===== config.mk =====
export PLATFORM = sky130hd
export DESIGN_NAME = updown_sequencer_flat
export DESIGN_NICKNAME = d
export VERILOG_FILES = /design/src/rtl/updown_pkg.sv /design/src/rtl/updown_sequencer_if.sv /design/src/rtl/updown_cnt_core.sv /design/src/rtl/updown_sequencer.sv /design/src/flat_wrapper.sv
export SDC_FILE = /design/constraint.sdc
export NUM_CORES = 1
export LEC_CHECK = 0
export ABC_AREA = 1
export CAP_MARGIN = 30
export CORE_ASPECT_RATIO = 1.5
export CORE_UTILIZATION = 45
export CTS_BUF_LIST = sky130_fd_sc_hd__clkbuf_8
export DETAILED_ROUTE_END_ITERATION = 16
export GPL_TIMING_DRIVEN = 0
export PLACE_DENSITY_LB_ADDON = 0.12
export SLEW_MARGIN = 25
export SYNTH_ARGS = -nofsm -noshare
export SYNTH_HDL_FRONTEND = slang
export SYNTH_SLANG_ARGS = --single-unit

===== constraint.sdc =====
create_clock -name clk -period 2.9 [get_ports clk]
set_input_delay 0.58 -clock clk [delete_from_list [all_inputs] [get_ports clk]]
set_output_delay 0.58 -clock clk [all_outputs]
set_load 0.02 [all_outputs]

===== src/rtl/updown_pkg.sv =====
// updown_pkg: mode encodings and FSM state type shared by the up/down sequencer files.
package updown_pkg;
    typedef enum logic [1:0] {
        UP_WRAP   = 2'b00,
        DOWN_WRAP = 2'b01,
        PINGPONG  = 2'b10,
        ONESHOT   = 2'b11
    } mode_e;
    typedef enum logic [1:0] {
        IDLE   = 2'b00,
        UP     = 2'b01,
        DOWN   = 2'b10,
        PAUSED = 2'b11
    } state_e;
endpackage


===== src/rtl/updown_sequencer_if.sv =====
// updown_sequencer_if: control/status bundle of the sequencer; the turns counter
// exists only when TURN_CNT_EN is defined.
interface updown_sequencer_if #(parameter int N = 4);
    logic         start;
    logic         pause;
    logic         abort;
    logic [1:0]   mode;
    logic [N-1:0] lo;
    logic [N-1:0] hi;
    logic [N-1:0] count;
    logic         ud;
    logic         busy;
    logic         turn;
    logic         done;
    logic         err;
`ifdef TURN_CNT_EN
    logic [7:0]   turns;
    modport master(output start, pause, abort, mode, lo, hi,
                   input count, ud, busy, turn, done, err, turns);
    modport slave(input start, pause, abort, mode, lo, hi,
                  output count, ud, busy, turn, done, err, turns);
`else
    modport master(output start, pause, abort, mode, lo, hi,
                   input count, ud, busy, turn, done, err);
    modport slave(input start, pause, abort, mode, lo, hi,
                  output count, ud, busy, turn, done, err);
`endif
endinterface


===== src/rtl/updown_cnt_core.sv =====
// updown_cnt_core: N-bit loadable up/down counter, modulo 2^N; load wins over enable.
module updown_cnt_core #(parameter int N = 4) (
    input  logic         clk,
    input  logic         rst,
    input  logic         load_i,
    input  logic [N-1:0] load_val_i,
    input  logic         en_i,
    input  logic         ud_i,
    output logic [N-1:0] count_o
);
    logic [N-1:0] count_q, count_d;

    always_comb count_d = load_i ? load_val_i :
                          en_i   ? (ud_i ? count_q - N'(1) : count_q + N'(1)) : count_q;

    always_ff @(posedge clk or negedge rst)
        if (!rst) count_q <= '0;
        else      count_q <= count_d;

    assign count_o = count_q;
endmodule


===== src/rtl/updown_sequencer.sv =====
// updown_sequencer: bounded up/down/ping-pong/one-shot count sequencer with pause and abort.
// Defining TURN_CNT_EN adds a per-run saturating count of turn pulses.
module updown_sequencer #(parameter int N = 4) (
    input logic                clk,
    input logic                rst,
    updown_sequencer_if.slave  sq
);
    import updown_pkg::*;

    state_e       state_q, state_d;
    mode_e        mode_q, mode_d, mode_in;
    logic [N-1:0] lo_q, lo_d, hi_q, hi_d, ld_val, count;
    logic         ud_q, ud_d, turn_q, turn_d, done_q, done_d, err_q, err_d;
    logic         ld, en, dir, at_hi, at_lo;

    assign mode_in = mode_e'(sq.mode);
    assign at_hi   = count == hi_q;
    assign at_lo   = count == lo_q;

    updown_cnt_core #(.N(N)) u_cnt (
        .clk        (clk),
        .rst        (rst),
        .load_i     (ld),
        .load_val_i (ld_val),
        .en_i       (en),
        .ud_i       (dir),
        .count_o    (count)
    );

    always_comb begin
        state_d = state_q;
        mode_d  = mode_q;
        lo_d    = lo_q;
        hi_d    = hi_q;
        ud_d    = ud_q;
        turn_d  = 1'b0;
        done_d  = 1'b0;
        err_d   = 1'b0;
        ld      = 1'b0;
        ld_val  = lo_q;
        en      = 1'b0;
        dir     = ud_q;
        case (state_q)
            IDLE: if (!sq.abort && sq.start) begin
                if (sq.lo <= sq.hi) begin
                    mode_d  = mode_in;
                    lo_d    = sq.lo;
                    hi_d    = sq.hi;
                    ld      = 1'b1;
                    ld_val  = mode_in == DOWN_WRAP ? sq.hi : sq.lo;
                    ud_d    = mode_in == DOWN_WRAP;
                    state_d = ud_d ? DOWN : UP;
                end else begin
                    err_d = 1'b1;
                end
            end
            // A paused run resumes by taking its next step on the release edge.
            default: if (sq.abort) begin
                state_d = IDLE;
            end else if (sq.pause) begin
                state_d = PAUSED;
            end else if (!ud_q) begin
                state_d = UP;
                if (!at_hi) begin
                    en = 1'b1;
                end else if (mode_q == PINGPONG || mode_q == ONESHOT) begin
                    state_d = DOWN;
                    ud_d    = 1'b1;
                    dir     = 1'b1;
                    en      = lo_q != hi_q;
                    turn_d  = 1'b1;
                end else begin
                    ld     = 1'b1;
                    ld_val = lo_q;
                    turn_d = 1'b1;
                end
            end else begin
                state_d = DOWN;
                if (!at_lo) begin
                    en = 1'b1;
                end else if (mode_q == ONESHOT) begin
                    state_d = IDLE;
                    done_d  = 1'b1;
                end else if (mode_q == PINGPONG) begin
                    state_d = UP;
                    ud_d    = 1'b0;
                    dir     = 1'b0;
                    en      = lo_q != hi_q;
                    turn_d  = 1'b1;
                end else begin
                    ld     = 1'b1;
                    ld_val = hi_q;
                    turn_d = 1'b1;
                end
            end
        endcase
    end

    always_ff @(posedge clk or negedge rst)
        if (!rst) begin
            state_q <= IDLE;
            mode_q  <= UP_WRAP;
            lo_q    <= '0;
            hi_q    <= '0;
            ud_q    <= 1'b0;
            turn_q  <= 1'b0;
            done_q  <= 1'b0;
            err_q   <= 1'b0;
        end else begin
            state_q <= state_d;
            mode_q  <= mode_d;
            lo_q    <= lo_d;
            hi_q    <= hi_d;
            ud_q    <= ud_d;
            turn_q  <= turn_d;
            done_q  <= done_d;
            err_q   <= err_d;
        end

    assign sq.count = count;
    assign sq.ud    = ud_q;
    assign sq.busy  = state_q != IDLE;
    assign sq.turn  = turn_q;
    assign sq.done  = done_q;
    assign sq.err   = err_q;

`ifdef TURN_CNT_EN
    logic [7:0] turns_q, turns_d;

    always_comb turns_d = (state_q == IDLE && ld)      ? 8'd0 :
                          (turn_d && turns_q != 8'hFF) ? turns_q + 8'd1 : turns_q;

    always_ff @(posedge clk or negedge rst)
        if (!rst) turns_q <= 8'd0;
        else      turns_q <= turns_d;

    assign sq.turns = turns_q;
`endif
endmodule


===== src/flat_wrapper.sv =====
// flat-port wrapper written by rule: the top's interface ports become plain ports
module updown_sequencer_flat import updown_pkg::*;
#(parameter int N = 4)
  (clk, rst, sq_start, sq_pause, sq_abort, sq_mode, sq_lo, sq_hi, sq_count, sq_ud, sq_busy, sq_turn, sq_done, sq_err);
  updown_sequencer_if #(.N(N)) sq_i ();
  input logic clk;
  input logic rst;
  input wire logic [$bits(sq_i.start)-1:0] sq_start;
  input wire logic [$bits(sq_i.pause)-1:0] sq_pause;
  input wire logic [$bits(sq_i.abort)-1:0] sq_abort;
  input wire logic [$bits(sq_i.mode)-1:0] sq_mode;
  input wire logic [$bits(sq_i.lo)-1:0] sq_lo;
  input wire logic [$bits(sq_i.hi)-1:0] sq_hi;
  output wire logic [$bits(sq_i.count)-1:0] sq_count;
  output wire logic [$bits(sq_i.ud)-1:0] sq_ud;
  output wire logic [$bits(sq_i.busy)-1:0] sq_busy;
  output wire logic [$bits(sq_i.turn)-1:0] sq_turn;
  output wire logic [$bits(sq_i.done)-1:0] sq_done;
  output wire logic [$bits(sq_i.err)-1:0] sq_err;
  assign sq_i.start = sq_start;
  assign sq_i.pause = sq_pause;
  assign sq_i.abort = sq_abort;
  assign sq_i.mode = sq_mode;
  assign sq_i.lo = sq_lo;
  assign sq_i.hi = sq_hi;
  assign sq_count = sq_i.count;
  assign sq_ud = sq_i.ud;
  assign sq_busy = sq_i.busy;
  assign sq_turn = sq_i.turn;
  assign sq_done = sq_i.done;
  assign sq_err = sq_i.err;
  updown_sequencer #(.N(N)) u_core (.clk(clk), .rst(rst), .sq(sq_i));
endmodule

Word-level counts from Yosys, hierarchy flattened
Cells that the tools add are included.
{"block": "op_classes", "add_sub_neg": 2, "mul": 0, "div_mod_pow": 0, "n_lt_le_gt_ge": 1, "n_eq_ne": 8, "shifts": 0, "mux": 72, "bitwise": 0, "n_reduce_logical": 8}
{"operator": "4-bit two-way mux", "count": 13}
{"operator": "1-bit two-way mux", "count": 47}
{"operator": "2-bit two-way mux", "count": 12}
{"operator": "4-bit equality test", "count": 2}
{"operator": "4-bit by 1-bit adder with 4-bit output, second input constant", "count": 1}
{"operator": "2-bit equality test, second input constant", "count": 2}
{"operator": "4-bit <= comparator", "count": 1}
{"operator": "2-bit by 1-bit != test with 1-bit output, second input constant", "count": 2}
{"operator": "4-bit != test", "count": 1}
{"operator": "2-bit nonzero test", "count": 2}
{"operator": "4-bit by 1-bit subtractor with 4-bit output, second input constant", "count": 1}
{"operator": "3-bit AND reduction", "count": 1}
{"operator": "2-bit by 1-bit equality test with 1-bit output, second input constant", "count": 1}
{"operator": "2-bit logical NOT", "count": 1}
{"operator": "2-bit AND reduction", "count": 1}
{"operator": "1-bit logical AND", "count": 1}
{"operator": "1-bit logical NOT", "count": 1}
{"operator": "1-bit logical OR", "count": 1}
{"block": "totals", "register_bits": 20, "latchBits": 0, "ramBits": 0, "rom_bits": 0, "input_bits": 15, "output_inout_bits": 9, "elab_cells": 100, "mem_count": 0}

Longest topological paths before layout
{"block": "depth", "word_depth": 11, "mapped_depth": 18, "mapped_depth_nobuf": 18}

By module
From an unflattened synthesis, not the netlist that was laid out.
{"block": "unflattened", "cells_unflattened": 232, "hier_area_um2": 1526.5}
{"module": "updown_sequencer", "n_inst": 1, "cells_per_inst": 195, "area_per_inst_um2": 1233.7, "seq_area_each_um2": 400.4}
{"module": "updown_cnt_core", "n_inst": 1, "cells_per_inst": 37, "area_per_inst_um2": 292.8, "seq_area_each_um2": 100.1}

Worst setup path before layout
OpenSTA, ideal clock, no wires.
{"block": "synth_path", "path_kind": "register to register", "start": "reg u_core.u_cnt.count_q[0] (netlist: u_core.u_cnt.count_o[0])", "end": "reg u_core.u_cnt.count_q[3] (netlist: u_core.u_cnt.count_o[3])", "setup_ns": 0.117, "arrival_ns": 2.195, "required_time_ns": 2.783, "path_slack_ns": 0.588, "stages_incl_launch_ff": 17, "path_buffers": 0, "synth_period_minus_slack_ns": 2.312, "path_cell_list": "dfrtp_1 > inv_1 > nand2_1 > nand2_1 > nor2_2 > nand4_1 > nand3_1 > nand3_1 > nand2_1 > nand2_1 > ha_1 > a21oi_1 > nand2_1 > xor2_1 > nand3_1 > nand3_1 > nand2_1"}
{"block": "synth_via", "elab_chain_len": 9, "elab_cells_between_ends": 31, "classes_between": "add/sub (2); eq/ne (2); mux (26); reduce/logical (1)"}
{"item": "start: declaration", "line_no": "updown_cnt_core.sv:11", "text": "logic [N-1:0] count_q, count_d;"}
{"item": "start signal: assignment", "line_no": "updown_cnt_core.sv:18", "text": "else count_q <= count_d;"}
{"item": "4-bit equality test, on equally long branches", "line_no": "updown_sequencer.sv:17, updown_sequencer.sv:18"}
{"item": "1-bit two-way mux, on equally long branches", "line_no": "updown_sequencer.sv:64, updown_sequencer.sv:79"}
{"item": "1-bit two-way mux", "line_no": "updown_sequencer.sv:62", "text": "end else if (!ud_q) begin"}
{"item": "1-bit two-way mux"}
{"item": "1-bit two-way mux", "line_no": "updown_sequencer.sv:58", "text": "default: if (sq.abort) begin"}
{"item": "1-bit two-way mux", "line_no": "updown_sequencer.sv:43", "text": "case (state_q)"}
{"item": "4-bit two-way mux (2 in a row)", "line_no": "updown_cnt_core.sv:14", "text": "en_i ? (ud_i ? count_q - N'(1) : count_q + N'(1)) : count_q;"}
{"item": "4-bit two-way mux", "line_no": "updown_cnt_core.sv:13", "text": "always_comb count_d = load_i ? load_val_i :"}
Several ways; a longest one is shown, not always the timed one. The select of a mux whose other input is x is not followed.
A chain may end at the register's enable or synchronous reset.

Final worst setup path
{"block": "layout_path", "start": "in sq_hi[3]", "end": "reg u_core.u_cnt.count_q[2] (netlist: u_core.u_cnt.count_o[2])"}
{"block": "layout_via", "elab_chain_len": 5, "elab_cells_between_ends": 9, "classes_between": "order compare (1); mux (7); reduce/logical (1)"}
{"item": "start: declaration", "line_no": "flat_wrapper.sv:13", "text": "input wire logic [$bits(sq_i.hi)-1:0] sq_hi;"}
{"item": "4-bit <= comparator *", "line_no": "updown_sequencer.sv:45", "text": "if (sq.lo <= sq.hi) begin"}
{"item": "4-bit two-way mux or 1-bit two-way mux (tied branches)", "line_no": "updown_sequencer.sv:45"}
{"item": "4-bit two-way mux or 1-bit two-way mux (tied branches)", "line_no": "updown_sequencer.sv:44", "text": "IDLE: if (!sq.abort && sq.start) begin"}
{"item": "4-bit two-way mux or 1-bit two-way mux (tied branches)", "line_no": "updown_sequencer.sv:43"}
{"item": "4-bit two-way mux or 2-bit nonzero test (tied branches)"}
Mark *: on every way between the ends. The rest lies on a longest branch, timed or not.

==> impl_results.md <==
- RD Place Congestion: 0.861
- Sw Ratio: 0.472
- DR DRC count: 0
- CP Capture Type: register
- Port Buffers: 23
- Adder-cell area share of the yosys netlist: 0.0652
- Worst path cell trace: clkdlybuf4s50_1 > inv_1 > ha_1 > a21oi_1 > o21ai_0 > nand2_1 > nand3_2 > inv_1 > nor2_1 > o211ai_1 > nand3_1
- Clock Tree Root: clkbuf_8
- CP startpoint: sq_hi[3]
- Worst-Margin Slew: 461 ps
- Mux cell area share after synthesis: 0
- Core area: 3130 um^2
- Net count of the mapped netlist: 234
- Synth Area in Simple Gates: 0.333
- Tmin final: 2560 ps
- Worst reg2reg path depth: 16
- Num CTS Buffers: 3
- WL final: 3290 um
- Cell area after synthesis: 1460 um^2
- Most used cell, CP: inv_1
- Longest Clk Path Bufs: 2
- Final Total Pwr: 1.70 mW
- Clk pwr share: 0.133
- Filler cells: 307
- GRT Total Usage: 0.218
- FF-to-FF setup slack: 350 ps
- FP Rows: 25
- ANT nets after route: 0
- Vias post-DR: 1403
- Num Clock Sinks: 20
- H-tree depth: 1
- Comb pwr share: 0.549
- Clock Skews: 2.78 ps
- Syn Inst Count: 212
- Worst path required time: 3050 ps
- Layout cells sized above 1: 0.0669
- Power per cell area: 950 nW/um^2
- Status: finished clean
- DR pass1 iterations: 4
- Startpoint types: input pin
- Final Cycle Share: 0.882
- Sequential-to-total area share from yosys stat: 0.343
- Setup_tns: 0 ps
- RR Endpoint: u_core.u_cnt.count_o[3]
- Post-DR wirelength/cell: 11.8 um
- Psw: 803 uW
- Synth Warn #: 0
- Max-cap violations: 0
- Number of global-route vias before repair: 1324
- Worst path slowest cell: clkdlybuf4s50_1
- Final hold vios: 0
- Nets: 262
- I/O pin count: 24
- Initial DRC Count: 52
- GRT Residual Overflow: 0
- Slowest cell delay on critical path: 470 ps
- Power Internal: 897 uW
- Slew Limit Fails: 0
- Headroom to the max-slew limit: 0.692
- Avg Synthesized Cell Area: 6.88 um^2
- Max FO, Critical Path: 10
- Worst Path Arrival: 2710 ps
- N_diodes: 0
- Reg2Reg Launch Point: u_core.u_cnt.count_o[0]
- Antenna violations before repair: 0
- RSZ-0062 raised after global routing: false
- Initial Utilization: 0.466
- Reg power frac: 0.317
- Largest family of logic cells by synthesized area: simple AND/OR/NAND/NOR gates
- DIE HEIGHT: 71.7 um
- Postcts setup bufs: 0
- Seq cells post-synth: 20
- Post-CTS sizing: 0
- Compound-gate portion of the synthesized area: 0.124
- Area grow syn2layout: 22.6%
- F_max: 391 MHz
- Clk pin slew, worst setup/hold paths: 80 ps
- Leakage Power: 0.926 nW
- Die width: 48.5 um
- Largest net degree at the start of global routing: 21
- Final setup viols: 0
- Global-route wire length before repair: 5840 um
- Hpwl dp: 2600 um
- Post-synthesis share of cell area spent on xor and xnor gates: 0.0420
- CTS tree: yes
- Kind of critical path: input pin to register
- HP Class: input pin to asynchronous set/reset pin
- Netlist cell types: 31
- CTS Hold Bufs: 0
- Via density: 5.03
- DIE AREA: 3480 um^2
- Maximum vdd drop: 0.420 mV
- Clock Latency Late Sink: 270 ps
-- cell usage after synthesis, drive strengths merged --
cell type	number	area share
ha	6	0.051
nand2	75	0.20
xor2	2	0.012
clkbuf	1	0.0026
fa	1	0.014
nor2	12	0.043
and3	1	0.0043
inv	34	0.087
a21oi	6	0.021
nand4	3	0.013
dfrtp	20	0.34
o21bai	1	0.0051
clkinv	1	0.0026
nor4	1	0.0043
a32o	1	0.0069
nor3	4	0.014
o21ai	16	0.057
a31oi	1	0.0043
o211ai	4	0.021
o22ai	1	0.0043
a22oi	1	0.0051
nand3	15	0.055
xnor2	5	0.030
-- state kept, by name (all words and copies together), names as in the netlist, 2 cells and up --
| signal | flops |
|---|---|
| u_core.hi_q | 4 |
| u_core.lo_q | 4 |
| u_core.mode_q | 2 |
| u_core.state_q | 2 |
| u_core.u_cnt.count_o | 4 |
-- per-layer routing --
metal	part of all wire	track usage	wire length, um
met5	0	0	0
met4	0.016	0.0948	51
met3	0.021	0.0255	69
met2	0.51	0.377	1690
met1	0.45	0.272	1480
-- how the worst max path moves through the flow --
stage,endpoint,cells past startpoint
floorplan,u_core.u_cnt.count_o[3],16
global route,u_core.u_cnt.count_o[3],17
global placement,u_core.u_cnt.count_o[2],11
detailed placement,u_core.u_cnt.count_o[2],11
finish,u_core.u_cnt.count_o[2],11
CTS,u_core.u_cnt.count_o[2],11
-- stage by stage --
stage | hold slack [ps] | utilization | area (um^2) | cells | worst slack (ps)
global placement | 543 | 0.556 | 1740 | 275 | 32.3
CTS | 553 | 0.574 | 1790 | 279 | 326
finish | 249 | 0.572 | 1790 | 279 | 343
detailed placement | 534 | 0.556 | 1740 | 275 | 42.4
global route | 285 | 0.572 | 1790 | 279 | 59.6
floorplan | 284 | - | 1460 | 212 | 588
-- cell type report --
cell class	instances	area [um^2]	share of cell area
Tap cell	40	50.0	0.0280
Inverter	35	131	0.0734
Timing Repair Buffer	23	225	0.126
Buffer	1	3.75	0.00210
Clock buffer	4	55.1	0.0308
Sequential cell	20	500	0.280
Multi-Input combinational cell	156	823	0.460
-- cell families (layout without fill, tap and decap cells) --
| kind of cell | Yosys count | count (layout) |
|---|---|---|
| flops | 20 | 20 |
| simple gates | 111 | 111 |
| fa+ha+maj | 7 | 7 |
| xor+xnor | 7 | 7 |
| buf+inv | 36 | 63 |
| compound gates | 31 | 31 |
-- placed cells by master (no fill, tap or decap) --
master	n
o22ai_1	1
ha_1	6
inv_1	32
o21bai_1	1
a32o_1	1
nor4_1	1
o21ai_0	13
nor2_4	1
a22oi_1	1
xnor2_1	5
nand2_4	1
nand3_2	1
o21ai_1	2
clkdlybuf4s50_1	22
nand4_1	3
buf_2	1
and3_1	1
nor3_1	4
fa_1	1
a31oi_1	1
dfrtp_1	20
clkbuf_8	4
nand3_1	14
nor2_1	7
nand2_2	1
inv_2	2
o21ai_2	1
xor2_1	2
clkbuf_1	1
a21oi_1	6
nor2_2	4
nand2_1	73
clkinv_1	1
o211ai_1	4
-- worst max-delay path, delay by kind of cell --
kind / cells / cell delay (ps)
AOI/OAI and AO/OA: 3 / 400
buffers and inverters: 3 / 830
and+or+nand+nor: 4 / 580
adders and majority gates: 1 / 320
-- power groups by stage --
stage	clock [mW]	combinational, mW	sequential (mW)
after detailed placement	0	0.935	0.541
after floorplan	0	0.646	0.546
after global routing	0.237	1.07	0.556
after CTS	0.228	0.941	0.536
final	0.227	0.934	0.539
after global placement	0	0.928	0.538
Note: power is estimated with default switching activity, not from simulation.
